File: config.mk
export PLATFORM = sky130hd
export DESIGN_NAME = router_pkt_gen
export DESIGN_NICKNAME = d
export VERILOG_FILES = /design/src/rtl/router_pkt_gen.sv
export SDC_FILE = /design/constraint.sdc
export NUM_CORES = 1
export LEC_CHECK = 0
export ABC_CLOCK_PERIOD_IN_PS = 2650
export BUFFER_PORTS_ARGS = -buffer_cell sky130_fd_sc_hd__buf_2
export CORE_ASPECT_RATIO = 0.75
export CORE_UTILIZATION = 30
export DETAILED_ROUTE_END_ITERATION = 16
export PLACE_DENSITY = 0.5
export SLEW_MARGIN = 40
export SYNTH_ARGS = -nofsm -noshare
export SYNTH_HDL_FRONTEND = slang
export SYNTH_SLANG_ARGS = --single-unit
File: constraint.sdc
create_clock -name clock -period 2.65 [get_ports clock]
set_input_delay 0.1325 -clock clock [delete_from_list [all_inputs] [get_ports clock]]
set_output_delay 0.1325 -clock clock [all_outputs]
set_load 0.01 [all_outputs]
File: src/rtl/router_pkt_gen.sv
// Packet generator for the router: emits a {len,addr} header, LFSR payload bytes and
// a running-XOR parity byte, honouring the router's busy stall on every byte.
//
//   state   | meaning
//   IDLE    | waiting for a command; data_out = 0
//   HEADER  | header byte {len,addr} presented, pkt_valid = 1
//   PAYLOAD | LFSR payload bytes presented, pkt_valid = 1
//   PARITY  | parity byte presented, pkt_valid = 0
//   DONE    | one-cycle done pulse, then back to IDLE
module router_pkt_gen #(
    parameter int unsigned MAX_LEN  = 63,
    parameter logic [1:0]  BAD_ADDR = 2'b11
) (
    input  logic       clock,
    input  logic       reset,
    input  logic       start,
    input  logic [1:0] dest_addr,
    input  logic [5:0] payload_len,
    input  logic [7:0] seed,
    input  logic       corrupt_parity,
    input  logic       busy,
    output logic       pkt_valid,
    output logic [7:0] data_out,
    output logic       done,
    output logic       active,
    output logic       invalid_cmd
);

    typedef enum logic [2:0] {
        S_IDLE,
        S_HEADER,
        S_PAYLOAD,
        S_PARITY,
        S_DONE
    } state_t;

    localparam logic [5:0] MAX_LEN_W = 6'(MAX_LEN);

    state_t     state_q, state_d;
    logic [1:0] addr_q, addr_d;
    logic [5:0] len_q, len_d;
    logic [5:0] cnt_q, cnt_d;
    logic [7:0] lfsr_q, lfsr_d;
    logic [7:0] parity_q, parity_d;
    logic       corrupt_q, corrupt_d;
    logic       pkt_valid_q, pkt_valid_d;
    logic [7:0] data_out_q, data_out_d;
    logic       done_q, done_d;
    logic       active_q, active_d;
    logic       invalid_q, invalid_d;

    logic       cmd_ok;
    logic [7:0] lfsr_next;

    always_comb begin
        state_d   = state_q;
        addr_d    = addr_q;
        len_d     = len_q;
        cnt_d     = cnt_q;
        lfsr_d    = lfsr_q;
        parity_d  = parity_q;
        corrupt_d = corrupt_q;
        invalid_d = 1'b0;

        cmd_ok    = (dest_addr != BAD_ADDR) && (payload_len != 6'd0) &&
                    (payload_len <= MAX_LEN_W);
        lfsr_next = {lfsr_q[6:0], lfsr_q[7] ^ lfsr_q[5] ^ lfsr_q[4] ^ lfsr_q[3]};

        case (state_q)
            S_IDLE: begin
                if (start) begin
                    if (cmd_ok) begin
                        addr_d    = dest_addr;
                        len_d     = payload_len;
                        // an all-zero seed would lock the LFSR at zero
                        lfsr_d    = (seed == 8'h00) ? 8'h01 : seed;
                        corrupt_d = corrupt_parity;
                        cnt_d     = 6'd0;
                        parity_d  = 8'h00;
                        state_d   = S_HEADER;
                    end else begin
                        invalid_d = 1'b1;
                    end
                end
            end
            S_HEADER: begin
                if (!busy) begin
                    parity_d = parity_q ^ {len_q, addr_q};
                    state_d  = S_PAYLOAD;
                end
            end
            S_PAYLOAD: begin
                if (!busy) begin
                    parity_d = parity_q ^ lfsr_q;
                    lfsr_d   = lfsr_next;
                    cnt_d    = cnt_q + 6'd1;
                    if (cnt_q + 6'd1 == len_q) begin
                        state_d = S_PARITY;
                    end
                end
            end
            S_PARITY: begin
                if (!busy) begin
                    state_d = S_DONE;
                end
            end
            S_DONE: begin
                state_d = S_IDLE;
            end
            default: begin
                state_d = S_IDLE;
            end
        endcase

        // outputs are registered, so they are decoded from the next state
        pkt_valid_d = (state_d == S_HEADER) || (state_d == S_PAYLOAD);
        active_d    = (state_d != S_IDLE);
        done_d      = (state_d == S_DONE);
        case (state_d)
            S_HEADER:  data_out_d = {len_d, addr_d};
            S_PAYLOAD: data_out_d = lfsr_d;
            S_PARITY:  data_out_d = parity_d ^ {8{corrupt_d}};
            default:   data_out_d = 8'h00;
        endcase
    end

    always_ff @(posedge clock) begin
        if (reset) begin
            state_q     <= S_IDLE;
            addr_q      <= 2'd0;
            len_q       <= 6'd0;
            cnt_q       <= 6'd0;
            lfsr_q      <= 8'h00;
            parity_q    <= 8'h00;
            corrupt_q   <= 1'b0;
            pkt_valid_q <= 1'b0;
            data_out_q  <= 8'h00;
            done_q      <= 1'b0;
            active_q    <= 1'b0;
            invalid_q   <= 1'b0;
        end else begin
            state_q     <= state_d;
            addr_q      <= addr_d;
            len_q       <= len_d;
            cnt_q       <= cnt_d;
            lfsr_q      <= lfsr_d;
            parity_q    <= parity_d;
            corrupt_q   <= corrupt_d;
            pkt_valid_q <= pkt_valid_d;
            data_out_q  <= data_out_d;
            done_q      <= done_d;
            active_q    <= active_d;
            invalid_q   <= invalid_d;
        end
    end

    assign pkt_valid   = pkt_valid_q;
    assign data_out    = data_out_q;
    assign done        = done_q;
    assign active      = active_q;
    assign invalid_cmd = invalid_q;

endmodule

==> results.cfg <==
[outcome]
status = completed

[logic_synthesis]
synth_area_mm2 = 0.00254
syn_inst = 311
ys_dominant_reg_cell = dfxtp_1
avgSynthCellArea_um2 = 8.18
ys_seq_area_share_pct = 36.2
syn-num-nets = 333
netlist-cell-type-count = 46
ys_seq_elements = 46
ys_async_sr_fraction_pct = 0
synth_edf_count = 0
yosysWarnings = 0

[placed_design]
portBuffers = 32
place.gp.congestion = 0.838
pre_cts_slack_ns = 0.190
dp_hpwl_mm = 5.77
postPlaceCellArea_mm2 = 0.00285

[timing]
drv_slew = 0
tns_ns = 0
rsz0062_at_grt = false
hold_viol_final = 0
worstMarginPinSlew_ns = 0.804
setup_slack_ns = 0.298
post-route-min-period_ns = 2.35
finClkSkew_ns = 0.00551
maxSlewHeadroom_pct = 46.2
setup_violations = 0
fmax_ghz = 0.425
finalCritPeriodShare_pct = 88.8

[clocking]
clk_pin_slew_ns = 0.07
htreeDepth = 2
cts-buffers-inserted = 5
cts_hold_buf = 0
root_buffer = clkbuf_16
cts_buffer_depth = 2
cts_tree = done
cts_sinks = 46
postCtsSetupBuffers = 0
cts_resized = 0
clk_latency_ns = 0.29

[worst_setup_path]
cp.arrival_ns = 2.58
critPathTopFamily = simple AND/OR/NAND/NOR gates
worst-path-max-fanout = 6
cp_slowest_stage_delay_ns = 0.43
critPathRequiredTime_ns = 2.88
end_kind = flop
critical_path_class = flop to flop
critPathLaunchType = flop
path_buf_inv = 1
path_cells = ha_1 -> nand3_1 -> xnor2_1 -> nor4_2 -> a22oi_1 -> buf_2 -> nor3_1 -> o21a_1
crit_slowest_cell = dfxtp_1

[die]
die_h_um = 81.7
rows = 28
start_util_pct = 31.6
fp.dieArea_mm2 = 0.00885
die_w_um = 108
core_mm2 = 0.00806
ios = 33

[finish]
final_common_cell = dfxtp_1
num-fill-cells = 868
final_cell_area_mm2 = 0.00303
drive_gt1_share_pct = 17.6
fin_nets = 367
syn_to_final_growth_pct = 19.0
diodes = 0
layout_common_cells = dfxtp_1 (46), nand2_1 (37), buf_2 (33)

[global_route]
grt-ovfl-total = 0
grt_pass1_wl_mm = 12.2
antenna_found_initial = 0
grt_max_degree = 26
track_usage_pct = 18.3
grt_pass1_vias = 2284

[power]
power_leakage_nw = 1.18
peakVddDrop_mv = 0.247
p_per_area_mw_per_mm2 = 588

[detailed_routing]
wirelength_mm = 7.62
wire_per_inst_um = 16.9
vias_per_cell = 5.33
final_antenna_net_count = 0
drt-initial-drc-count = 161
post-route-drc-count = 0
first_pass_iters = 5
vias = 2405

[min_path]
hold_class = input pin to flop

[job]
drv_cap = 0
[cells by family (layout without fill, tap and decap cells)]
logic type / Yosys count / in the layout / share of synthesized area (%)
compound gates: 92 / 92 / 26.6
simple gates: 127 / 127 / 25.7
flops: 46 / 46 / 36.2
xor+xnor: 14 / 14 / 4.82
mux: 3 / 3 / 1.38
buf+inv: 27 / 62 / 4.38
fa+ha+maj: 2 / 2 / 0.886
[report_power, final]
part | switching [mW] | leakage (nW) | total (mW) | internal (mW)
clock network | 0.277 | 0.0836 | 0.719 | 0.442
logic | 0.183 | 0.725 | 0.300 | 0.117
registers | 0.0361 | 0.374 | 0.760 | 0.724
[sequential cells by signal, summed over array words and instances (netlist names)]
name         count
data_out         8
done             1
len_q            6
corrupt_q        1
pkt_valid        1
invalid_cmd      1
addr_q           2
lfsr_q           8
cnt_q            6
active           1
state_q          3
parity_q         8
[metrics by stage]
step / utilization, % / cells / hold slack, ns / total power, mW
after floorplan: - / 311 / 0.291 / 0.964
after global placement: 35.3 / 442 / 0.418 / 1.07
after detailed placement: 35.4 / 443 / 0.426 / 1.07
after CTS: 37.5 / 451 / 0.113 / 1.79
after global routing: 37.5 / 451 / 0.120 / 1.86
final: 37.5 / 451 / 0.118 / 1.78
[Yosys cell counts (4+ instances only)]
master     number  area share (%)
dfxtp_1        46              36
o21a_1          9             2.7
o211ai_1        8             2.4
clkbuf_1       14             2.1
inv_1           9             1.3
o21ai_0        10             2.0
nand2_1        37             5.5
nor2_1         30             4.4
nor3b_1        15             4.4
a2111oi_0       8             2.8
a22oi_1         4             1.2
nand3_1        11             2.2
a22o_1          8             2.8
nor4_1          5             1.2
a222oi_1        6             2.4
xnor2_1        11             3.8
a21oi_1        19             3.7
nand2b_1       10             2.5
a21o_1         11             3.2
[tightest hold or removal path, stage by stage]
cell and delay (ns):
buf_2 0.11, nand2_1 0.07, a21oi_1 0.06
[cell type report]
cell class	instances	area [um^2]	area share (%)
clock buffer	5	125	4.14
clock inverter	3	40.0	1.32
inverter	9	33.8	1.12
multi-input combinational	238	1520	50.2
sequential	46	921	30.4
tap	105	131	4.34
timing repair buffer	45	255	8.44
[path summary, 6_finish.rpt]
path                  startpoint  slack [ns]     endpoint  cells after the start
hold reg to reg        addr_q[0]        0.49    addr_q[0]                      2
hold / removal    payload_len[1]        0.12     len_q[1]                      3
setup / recovery        cnt_q[0]        0.30  data_out[7]                      8
setup reg to reg        cnt_q[0]        0.30  data_out[7]                      8
[layer usage]
metal | global-route usage, % | vias to the layer above | part of all wire (%)
met4 | 4.19 | 0 | 0.87
met1 | 25.9 | 1116 | 50
met5 | 0 | - | 0
met2 | 28.4 | 77 | 42
li1 | - | 1204 | -
met3 | 3.89 | 8 | 7.5
(Power assumes the default switching activity.)
